File: config.mk
export PLATFORM = sky130hd
export DESIGN_NAME = addr_dec_req_issuer
export DESIGN_NICKNAME = d
export VERILOG_FILES = /design/src/rtl/addr_dec_req_pkg.sv /design/src/rtl/addr_dec_req_fifo.sv /design/src/rtl/addr_dec_req_issuer.sv
export SDC_FILE = /design/constraint.sdc
export NUM_CORES = 1
export LEC_CHECK = 0
export ABC_AREA = 0
export BUFFER_PORTS_ARGS = -buffer_cell sky130_fd_sc_hd__buf_2
export CAP_MARGIN = 20
export CORE_ASPECT_RATIO = 1.2
export CORE_UTILIZATION = 56
export DETAILED_ROUTE_END_ITERATION = 7
export PLACE_DENSITY = 0.73
export SLEW_MARGIN = 0
export SYNTH_ARGS = -nofsm -noshare
export SYNTH_HDL_FRONTEND = slang
export SYNTH_SLANG_ARGS = --single-unit
File: constraint.sdc
create_clock -name clock -period 4.96 [get_ports clock]
set_input_delay 0.248 -clock clock [delete_from_list [all_inputs] [get_ports clock]]
set_output_delay 0.248 -clock clock [all_outputs]
set_load 0.05 [all_outputs]
File: src/rtl/addr_dec_req_pkg.sv
// addr_dec_req_pkg: shared request type, widths and op-ID constants for the
// address-decoder request issuer.
package addr_dec_req_pkg;

    localparam int unsigned ADDR_W  = 8;
    localparam int unsigned DATA_W  = 8;
    localparam int unsigned ID_W    = 8;
    localparam int unsigned NUM_IDS = 1 << ID_W;

    localparam logic [ID_W-1:0] OP_ID_NONE  = 8'h00;
    localparam logic [ID_W-1:0] OP_ID_FIRST = 8'h01;
    localparam logic [ID_W-1:0] OP_ID_LAST  = 8'hFF;

    // One buffered host request
    typedef struct packed {
        logic              wr_rd;
        logic [ADDR_W-1:0] addr;
        logic [DATA_W-1:0] data;
    } req_t;

    // ID sequence skips OP_ID_NONE: ... 254, 255, 1, 2 ...
    function automatic logic [ID_W-1:0] next_op_id(input logic [ID_W-1:0] id);
        return (id == OP_ID_LAST) ? OP_ID_FIRST : id + ID_W'(1);
    endfunction

endpackage

File: src/rtl/addr_dec_req_fifo.sv
// addr_dec_req_fifo: synchronous FIFO of req_t with pointer-derived
// full/empty flags. Pushes while full and pops while empty are ignored.
module addr_dec_req_fifo
    import addr_dec_req_pkg::*;
#(
    parameter int unsigned DEPTH = 8
)
(
    input  logic clock,
    input  logic rst_n,
    input  logic push,
    input  req_t push_req,
    input  logic pop,
    output req_t head,
    output logic full,
    output logic empty
);

    localparam int unsigned AW = $clog2(DEPTH);
    localparam int unsigned PW = AW + 1;

    req_t          mem [DEPTH];
    logic [PW-1:0] wr_ptr;
    logic [PW-1:0] rd_ptr;
    logic          do_push;
    logic          do_pop;

    assign do_push = push && !full;
    assign do_pop  = pop && !empty;

    // Extra pointer MSB distinguishes full from empty when the indices match
    assign empty = (wr_ptr == rd_ptr);
    assign full  = (wr_ptr[AW] != rd_ptr[AW]) && (wr_ptr[AW-1:0] == rd_ptr[AW-1:0]);
    assign head  = mem[rd_ptr[AW-1:0]];

    // Pointer update
    always_ff @(posedge clock) begin
        if (!rst_n) begin
            wr_ptr <= '0;
            rd_ptr <= '0;
        end else begin
            if (do_push) wr_ptr <= wr_ptr + PW'(1);
            if (do_pop)  rd_ptr <= rd_ptr + PW'(1);
        end
    end

    // Storage write; contents need no reset since empty masks them
    always_ff @(posedge clock) begin
        if (do_push) mem[wr_ptr[AW-1:0]] <= push_req;
    end

endmodule

File: src/rtl/addr_dec_req_issuer.sv
// addr_dec_req_issuer: buffers host requests, tags each with a non-zero op ID,
// issues them to the address decoder and turns decoder completions into
// one-cycle host completion pulses.
// Optional build macro ADDR_DEC_REQ_TIMEOUT_EN adds a 16-bit age counter and
// a sticky timeout_err output.
module addr_dec_req_issuer
    import addr_dec_req_pkg::*;
#(
    parameter int unsigned DEPTH           = 8,
    parameter int unsigned MAX_OUTSTANDING = 16
)
(
    input  logic              clock,
    input  logic              rst_n,
    input  logic              push_valid,
    output logic              push_ready,
    input  logic              push_wr_rd,
    input  logic [ADDR_W-1:0] push_addr,
    input  logic [DATA_W-1:0] push_data,
    output logic              enable_in,
    output logic              valid_in,
    output logic              wr_rd_op,
    output logic [ADDR_W-1:0] addr_in,
    output logic [ID_W-1:0]   op_id_in,
    output logic [DATA_W-1:0] wr_data_in,
    input  logic              ready_out,
    input  logic [ID_W-1:0]   done_op_id,
    input  logic [DATA_W-1:0] rd_data_out,
    output logic              cpl_valid,
    output logic [ID_W-1:0]   cpl_op_id,
    output logic              cpl_wr_rd,
    output logic [DATA_W-1:0] cpl_rd_data,
    output logic              cpl_err,
    output logic [ID_W-1:0]   outstanding
`ifdef ADDR_DEC_REQ_TIMEOUT_EN
    ,
    output logic              timeout_err
`endif
);

    logic               ready_q;
    logic [ID_W-1:0]    next_id;
    logic [NUM_IDS-1:0] busy;
    logic [NUM_IDS-1:0] is_wr;

    req_t               push_req;
    req_t               head;
    logic               fifo_full;
    logic               fifo_empty;

    logic               stall;
    logic               issue;
    logic               done_nz;
    logic               cpl_hit;
    logic               cpl_miss;

    assign push_req = '{wr_rd: push_wr_rd, addr: push_addr, data: push_data};

    addr_dec_req_fifo #(
        .DEPTH (DEPTH)
    ) u_fifo (
        .clock    (clock),
        .rst_n    (rst_n),
        .push     (push_valid && push_ready),
        .push_req (push_req),
        .pop      (issue),
        .head     (head),
        .full     (fifo_full),
        .empty    (fifo_empty)
    );

    // Held low through reset so the host sees no space until the block is live
    always_ff @(posedge clock) begin
        if (!rst_n) ready_q <= 1'b0;
        else        ready_q <= 1'b1;
    end

    assign push_ready = ready_q && !fifo_full;
    assign enable_in  = ready_q;

    // Issue is a pure function of registered state; stall can only rise on an issue
    assign stall    = (outstanding == ID_W'(MAX_OUTSTANDING)) || busy[next_id];
    assign valid_in = !fifo_empty && !stall;
    assign issue    = valid_in && ready_out;

    // Request bus is zeroed when idle so stale FIFO contents never leak out
    assign wr_rd_op   = valid_in ? head.wr_rd : 1'b0;
    assign addr_in    = valid_in ? head.addr  : '0;
    assign wr_data_in = valid_in ? head.data  : '0;
    assign op_id_in   = valid_in ? next_id    : OP_ID_NONE;

    // A completion for an ID not currently in flight (including the one being
    // issued this very cycle) is an error rather than a completion
    assign done_nz  = (done_op_id != OP_ID_NONE);
    assign cpl_hit  = done_nz && busy[done_op_id];
    assign cpl_miss = done_nz && !busy[done_op_id];

    // Scoreboard: in-flight bitmap, ID allocator and outstanding count
    always_ff @(posedge clock) begin
        if (!rst_n) begin
            next_id     <= OP_ID_FIRST;
            busy        <= '0;
            outstanding <= '0;
        end else begin
            if (issue) begin
                busy[next_id] <= 1'b1;
                next_id       <= next_op_id(next_id);
            end
            if (cpl_hit) begin
                busy[done_op_id] <= 1'b0;
            end
            case ({issue, cpl_hit})
                2'b10:   outstanding <= outstanding + ID_W'(1);
                2'b01:   outstanding <= outstanding - ID_W'(1);
                default: outstanding <= outstanding;
            endcase
        end
    end

    // Request type per in-flight ID; only read while the busy bit is set
    always_ff @(posedge clock) begin
        if (issue) is_wr[next_id] <= head.wr_rd;
    end

    // Completion pulse and sticky unknown-ID error
    always_ff @(posedge clock) begin
        if (!rst_n) begin
            cpl_valid   <= 1'b0;
            cpl_op_id   <= OP_ID_NONE;
            cpl_wr_rd   <= 1'b0;
            cpl_rd_data <= '0;
            cpl_err     <= 1'b0;
        end else begin
            cpl_valid   <= cpl_hit;
            cpl_op_id   <= cpl_hit ? done_op_id : OP_ID_NONE;
            cpl_wr_rd   <= cpl_hit && is_wr[done_op_id];
            cpl_rd_data <= (cpl_hit && !is_wr[done_op_id]) ? rd_data_out : '0;
            cpl_err     <= cpl_err || cpl_miss;
        end
    end

`ifdef ADDR_DEC_REQ_TIMEOUT_EN
    logic [15:0] age_q;

    // Cycles since the last completion while work is in flight; saturates
    always_ff @(posedge clock) begin
        if (!rst_n) begin
            age_q       <= '0;
            timeout_err <= 1'b0;
        end else begin
            if (cpl_hit) begin
                age_q <= '0;
            end else if ((outstanding != '0) && (age_q != 16'hFFFF)) begin
                age_q <= age_q + 16'd1;
            end
            if (age_q == 16'hFFFF) timeout_err <= 1'b1;
        end
    end
`endif

endmodule

=== Yosys cells after proc, flatten, opt, wreduce, memory -nomap -nowiden ===
Memories as Yosys holds them, arrays and structs flattened. A register that Yosys moved wholly into a read port is not among the register bits.
Cells that the tools add are included.

* Flip-flop bits (word level): 556
* Word-level logic and storage cells: 81
* RAM bits: 136
* Output and inout bits: 55
* Memories kept: 1

{| class="wikitable"
|+ Memory list
! memory !! depth !! width !! rd ports !! clocked after memory_dff !! write ports !! RTL line !! text
|-
| u_fifo.mem || 8 || 17 || 1 || 1 || 1 || addr_dec_req_fifo.sv:22 || <nowiki>req_t mem [DEPTH];</nowiki>
|}

* Magnitude comparators: 4
* Bitwise operators: 3
* Equality and inequality tests: 7
* $add $sub $neg: 5
* Reduce and logical (&&, ||, !) cells: 24
* Muxes and demuxes: 25

{| class="wikitable"
|+ Operators by type and width
! cell !! number
|-
| 256-bit 2-to-1 mux || 3
|-
| 256-bit AND || 1
|-
| 256-bit bitwise mux || 1
|-
| 256-bit inverter || 1
|-
| 256-bit bitwise OR || 1
|-
| 8-bit 2-to-1 mux || 4
|-
| 1-bit binary-select mux with 8-bit select || 3
|-
| 8-bit by 9-bit less-than comparator with 1-bit output (second input constant) || 2
|-
| 8-bit by 1-bit adder with 8-bit output (second input constant) || 2
|-
| 1-bit demux with 8-bit select || 2
|-
| 8-bit by 1-bit >= comparator with 1-bit output (second input constant) || 2
|-
| 8-bit one-hot mux with 2 select lines || 1
|-
| 1-bit logical AND || 13
|-
| 1-bit 2-to-1 mux || 9
|-
| 4-bit by 1-bit adder with 4-bit output (second input constant) || 2
|-
| 8-bit by 5-bit equality test with 1-bit output (second input constant) || 1
|-
| 8-bit equality test (second input constant) || 1
|-
| 8-bit nonzero test || 1
|-
| 8-bit by 1-bit subtractor with 8-bit output (second input constant) || 1
|-
| 3-bit 2-to-1 mux || 2
|-
| 1-bit logical NOT || 5
|-
| 4-bit equality test || 1
|-
| 2-bit AND reduction || 2
|-
| 3-bit equality test || 1
|-
| other kinds (5) || 6
|}

=== Depth between registers and ports, before layout ===
* Word-level depth: 10
* Mapped depth: 22
* Depth with buffers taken out: 15

=== Cells and area by module ===
A second synthesis with hierarchy kept.

* Cell total of the unflattened synthesis: 2368
* Area, all modules: 32446.1 µm²

{| class="wikitable"
|+ By module, submodules not included
! module !! cells an instance !! instances !! area each (µm²) !! seq. area each (µm²)
|-
| addr_dec_req_issuer || 2088 || 1 || 26466.6 || 13533.0
|-
| addr_dec_req_fifo || 280 || 1 || 5979.5 || 4304.1
|}

=== Worst setup path before layout ===
No wires, ideal clock.

* Kind: register -> register
* From: register next_id[1]
* To: register outstanding[3]
* Setup time: 72 ps
* Path slack: 806 ps
* Clock period less this slack: 4154 ps
* Arrival: 4082 ps
* Cell stages (with the launch flop): 21
* Buffers on the path: 7
* Cells stage by stage: dfxtp_1 > buf_6 > buf_2 > buf_2 > buf_4 > mux2i_1 > nand2_1 > a41oi_1 > a31oi_1 > a2111oi_2 > and2_2 > inv_2 > buf_2 > buf_2 > ha_1 > clkbuf_1 > inv_1 > nor2_1 > mux2_4 > a2111oi_4 > mux2i_1

* Cells in the longest elaborated chain, start to end: 8

{| class="wikitable"
|+ Ends and longest elaborated chain
! item !! RTL line !! text
|-
| from (decl) || addr_dec_req_issuer.sv:42 || <nowiki>logic [ID_W-1:0] next_id;</nowiki>
|-
| from (signal assigned) || addr_dec_req_issuer.sv:107 || <nowiki>next_id <= next_op_id(next_id);</nowiki>
|-
| 1-bit binary-select mux with 8-bit select (*) || addr_dec_req_issuer.sv:82 || <nowiki>assign stall = (outstanding == ID_W'(MAX_OUTSTANDING)) || busy[next_id];</nowiki>
|-
| 1-bit 2-to-1 mux (implied by the code) (*) || addr_dec_req_issuer.sv:82 ||
|-
| 1-bit logical OR (*) || addr_dec_req_issuer.sv:82 ||
|-
| 1-bit logical NOT (*) || addr_dec_req_issuer.sv:83 || <nowiki>assign valid_in = !fifo_empty && !stall;</nowiki>
|-
| 1-bit logical AND (*) || addr_dec_req_issuer.sv:83 ||
|-
| 1-bit logical AND (*) || addr_dec_req_issuer.sv:84 || <nowiki>assign issue = valid_in && ready_out;</nowiki>
|-
| 2-bit by 1-bit equality test with 1-bit output / 2-bit equality test (equally long branches) || addr_dec_req_issuer.sv:112 || <nowiki>case ({issue, cpl_hit})</nowiki>
|-
| 8-bit one-hot mux with 2 select lines / 2-bit nonzero test (equally long branches) || -- ||
|-
| to (signal assigned) || addr_dec_req_issuer.sv:113 || <nowiki>2'b10: outstanding <= outstanding + ID_W'(1);</nowiki>
|-
| to (signal assigned) || addr_dec_req_issuer.sv:114 || <nowiki>2'b01: outstanding <= outstanding - ID_W'(1);</nowiki>
|-
| to (signal assigned) || addr_dec_req_issuer.sv:115 || <nowiki>default: outstanding <= outstanding;</nowiki>
|-
| to (decl) || addr_dec_req_issuer.sv:34 || <nowiki>output logic [ID_W-1:0] outstanding</nowiki>
|}

Every way passes the cells marked *; elsewhere a longest branch is shown, timed or not. The select of a mux whose other input is x is not followed.
A chain may end at the register's enable or synchronous reset.

=== Worst setup path in the final report ===
* From: register next_id[1]
* To: register outstanding[7]

The elaborated chain is that of the path after synthesis.

==> results.sh <==
export IMPL_nNetsFinal=2414
export IMPL_clk_root_buffer_cell="sky130_fd_sc_hd__clkbuf_16"
export IMPL_max_clock_freq_mhz=219
export IMPL_detailed_place_hpwl_um=70300
export IMPL_timing_slew_headroom=0.168
export IMPL_pwrdens_nw_per_um2=372
export IMPL_postSynthAreaPerCell_sq_um=14.0
export IMPL_synth_async_sr_flop_share=0
export IMPL_vias_in_the_first_global_route=23125
export IMPL_grt_antenna_before_repair=5
export IMPL_cts_buffer_depth=3
export IMPL_intPower_uw=9750
export IMPL_dr_total_vias=23006
export IMPL_routed_via_density=7.30
export IMPL_number_of_buffers_inserted_during_clock_tree_synthesis=69
export IMPL_remaining_global_route_overflow=0
export IMPL_filler_cell_count=4079
export IMPL_yosys_area_top_type="sky130_fd_sc_hd__edfxtp_1"
export IMPL_layout_worst_path_cycle_share=0.921
export IMPL_ctsHtreeMaxLevel=3
export IMPL_crit_required_ns=5.48
export IMPL_yosysUniqueCellTypes=74
export IMPL_holdWs_ns=0.0796
export IMPL_setup_repair_after_global_routing_missed_its_margin="false"
export IMPL_share_comb_of_total_power=0.133
export IMPL_detailedRoute_firstPassIterationCount=8
export IMPL_nature_of_the_critical_path_startpoint="flip-flop"
export IMPL_final_antenna_net_count=0
export IMPL_grt_first_pass_wirelength_um=157000
export IMPL_p_seq_frac=0.472
export IMPL_yosys_cell_count_top_type="sky130_fd_sc_hd__edfxtp_1"
export IMPL_drt_initial_drc_count=3110
export IMPL_gr_usage_total=0.378
export IMPL_stage_delay_of_the_slowest_cell_on_the_critical_path_ns=0.58
export IMPL_power_frac_clock=0.395
export IMPL_endpoint_kind="flip-flop"
export IMPL_core_region_area_sq_um=56200
export IMPL_areaGrowthSynthToFinish_pct=12.4
export IMPL_grt_start_max_net_pins=200
export IMPL_crit_slowest_cell="sky130_fd_sc_hd__dfxtp_4"
export IMPL_core_rowCount=95
export IMPL_total_switching_power_uw=3610
export IMPL_crit_top_cell="sky130_fd_sc_hd__mux2i_1"
export IMPL_synthesis_instances=2282
export IMPL_failed_checks="design-rule violations"
export IMPL_start_util=0.568
export IMPL_status="complete, but fails checks"
export IMPL_timing_critical_path_max_delay_family="simple AND/OR/NAND/NOR gates"
export IMPL_cp_num_buf_inv=2
export IMPL_timing_worst_slew_pin_value_ns=1.24
export IMPL_syn_num_nets=2327
export IMPL_synth_ff_type="sky130_fd_sc_hd__edfxtp_1"
export IMPL_finalSetupViolCount=0
export IMPL_path_cells="buf_4 > mux4_2 > mux2_2 > nand2_1 > a41oi_1 > a2111oi_2 > and2_2 > inv_2 > ha_1 > nor4b_1 > nand4_1 > o21a_1 > mux2i_1 > o21ai_0 > mux2i_1"
export IMPL_timing_max_cap_violations=0
export IMPL_route_detailed_drc=2
export IMPL_most_area_consuming_cells_after_synthesis="sky130_fd_sc_hd__edfxtp_1 37%, sky130_fd_sc_hd__dfxtp_1 19%, sky130_fd_sc_hd__mux4_2 14%"
export IMPL_ys_warnings_count=0
export IMPL_place_port_buffers=91
export IMPL_static_leakage_power_uw=0.0120
export IMPL_finalWirelength_um=108000
export IMPL_tritoncts="yes"
export IMPL_final_replace_weighted_congestion=1.05
export IMPL_routedWlPerCell_um=34.3
export IMPL_cts_sinks=695
export IMPL_utilization=0.639
export IMPL_synth_cell_area_sq_um=31900
export IMPL_clock_insertion_delay_worst_skew_ns=0.64
export IMPL_die_area_sq_um=58000
export IMPL_worstPathArrival_ns=5.08
export IMPL_worst_path_class_setup="flip-flop to flip-flop"
export IMPL_die_x_um=220
export IMPL_drive_above_1_share=0.349
export IMPL_final_hold_violation_count=0
export IMPL_vdd_drop_max_mv=0.383
export IMPL_worst_hold_path_type="input pin to flip-flop"
export IMPL_timing_clock_skew_ns=0.0255
export IMPL_min_period_ns=4.57
export IMPL_critical_path_max_fanout=17
export IMPL_io_pin_count=92
export IMPL_ys_top_cells_by_count="392 x sky130_fd_sc_hd__edfxtp_1, 303 x sky130_fd_sc_hd__dfxtp_1, 257 x sky130_fd_sc_hd__o221a_2, 220 x sky130_fd_sc_hd__nor2_1, 204 x sky130_fd_sc_hd__mux4_2"
export IMPL_swShare=0.270
export IMPL_final_max_slew_violation_count=0
export IMPL_synth_largest_type_area_fraction=0.368
export IMPL_die_extent_in_y_um=264
export IMPL_number_of_enable_type_register_cells_in_the_synthesized_netlist=392
export IMPL_ys_seq_elements=695
export IMPL_fin_tns_setup_ns=0
export IMPL_report_power_total_uw=13400
export IMPL_cts_clock_pin_slew_for_the_worst_setup_and_hold_paths_ns=0.06
export IMPL_synth_sequential_area_ratio=0.558
-- stage by stage --
stage / cells / setup slack, ns / instance area, sq um
3_5_place_dp: 2999 / 0.0561 / 33400
5_1_grt: 3153 / 0.0530 / 35900
2_1_floorplan: 2282 / 0.806 / 31900
6_report: 3153 / 0.394 / 35900
3_3_place_gp: 2999 / 0.0821 / 33400
4_1_cts: 3151 / 0.287 / 35900
-- placed cells by master (no fill, tap or decap), types with 12 or more instances in the layout --
cell type                       instances
sky130_fd_sc_hd__edfxtp_1             392
sky130_fd_sc_hd__dfxtp_1              300
sky130_fd_sc_hd__o221a_2              257
sky130_fd_sc_hd__nor2_1               219
sky130_fd_sc_hd__mux4_2               204
sky130_fd_sc_hd__mux2i_1              120
sky130_fd_sc_hd__buf_4                119
sky130_fd_sc_hd__buf_2                 88
sky130_fd_sc_hd__nand2_1               86
sky130_fd_sc_hd__clkbuf_16             74
sky130_fd_sc_hd__nand3_1               46
sky130_fd_sc_hd__nor3_1                43
sky130_fd_sc_hd__nor4_1                39
sky130_fd_sc_hd__a22oi_1               30
sky130_fd_sc_hd__nor2b_1               27
sky130_fd_sc_hd__dlygate4sd3_1         25
sky130_fd_sc_hd__and2_1                23
sky130_fd_sc_hd__and3_1                23
sky130_fd_sc_hd__nor2_2                20
sky130_fd_sc_hd__inv_1                 17
sky130_fd_sc_hd__or3_1                 16
sky130_fd_sc_hd__nand2b_1              13
sky130_fd_sc_hd__a21oi_1               12
sky130_fd_sc_hd__clkinv_2              12
-- state kept, by name (all words and copies together) (netlist names), named ones only --
name	flops
u_fifo.rd_ptr	4
cpl_wr_rd	1
busy	256
outstanding	8
u_fifo.wr_ptr	4
next_id	8
is_wr	256
u_fifo.mem	136
cpl_valid	1
cpl_err	1
cpl_rd_data	8
cpl_op_id	8
enable_in	1
-- power groups by stage --
stage / combinational, uW / clock, uW / sequential [uW]
after floorplan: 1120 / 0 / 6450
after global placement: 1680 / 0 / 6430
after detailed placement: 1690 / 0 / 6430
after CTS: 1720 / 5290 / 6310
after global routing: 1820 / 5530 / 6310
final: 1770 / 5280 / 6300
-- metal layers --
metal | global-route usage | wire length, um | up-vias
met2 | 0.563 | 48500 | 1646
met1 | 0.480 | 38200 | 11493
met3 | 0.101 | 12500 | 489
li1 | - | - | 9374
met4 | 0.265 | 9030 | 4
met5 | 0 | 23 | -
-- cell families (layout without fill, tap and decap cells) --
group	after synthesis	count (layout)	synth area share
AO/OA/AOI/OAI	379	379	0.120
XOR/XNOR	15	15	0.00411
adder cells (fa/ha/maj)	8	8	0.00313
buffers and inverters	251	394	0.0370
flip-flops	695	695	0.558
multiplexers	334	334	0.185
other	0	1	0
AND/OR/NAND/NOR	600	600	0.0923
-- worst paths after layout --
kind	start	to	slack [ns]	cells past startpoint
worst max-delay path	next_id[1]	outstanding[7]	0.39	15
worst max register to register	next_id[1]	outstanding[7]	0.39	15
worst min register to register	outstanding[7]	outstanding[7]	0.51	2
worst min-delay path	done_op_id[2]	cpl_op_id[2]	0.08	2
-- area by class of cell --
type                    instances  area, sq um  share of cell area
multi-input cells            1336        13000               0.362
well taps                     727          910              0.0253
clock buffers                  86         1910              0.0531
flip-flops and latches        695        17800               0.497
inverters                      22         82.6             0.00230
diodes                          1         2.50           0.0000697
repair buffers                245         1830              0.0509
clock inverters                41          349             0.00972
-- what timing repair did --
item / in CTS / in global routing
hold endpoints to repair: 144 / 0
gates resized for setup: 0 / 1
setup buffers: 0 / 1
hold buffers: 25 / 0
endpoints found under the setup margin: 0 / 2
Note: power is estimated with default switching activity, not from simulation.
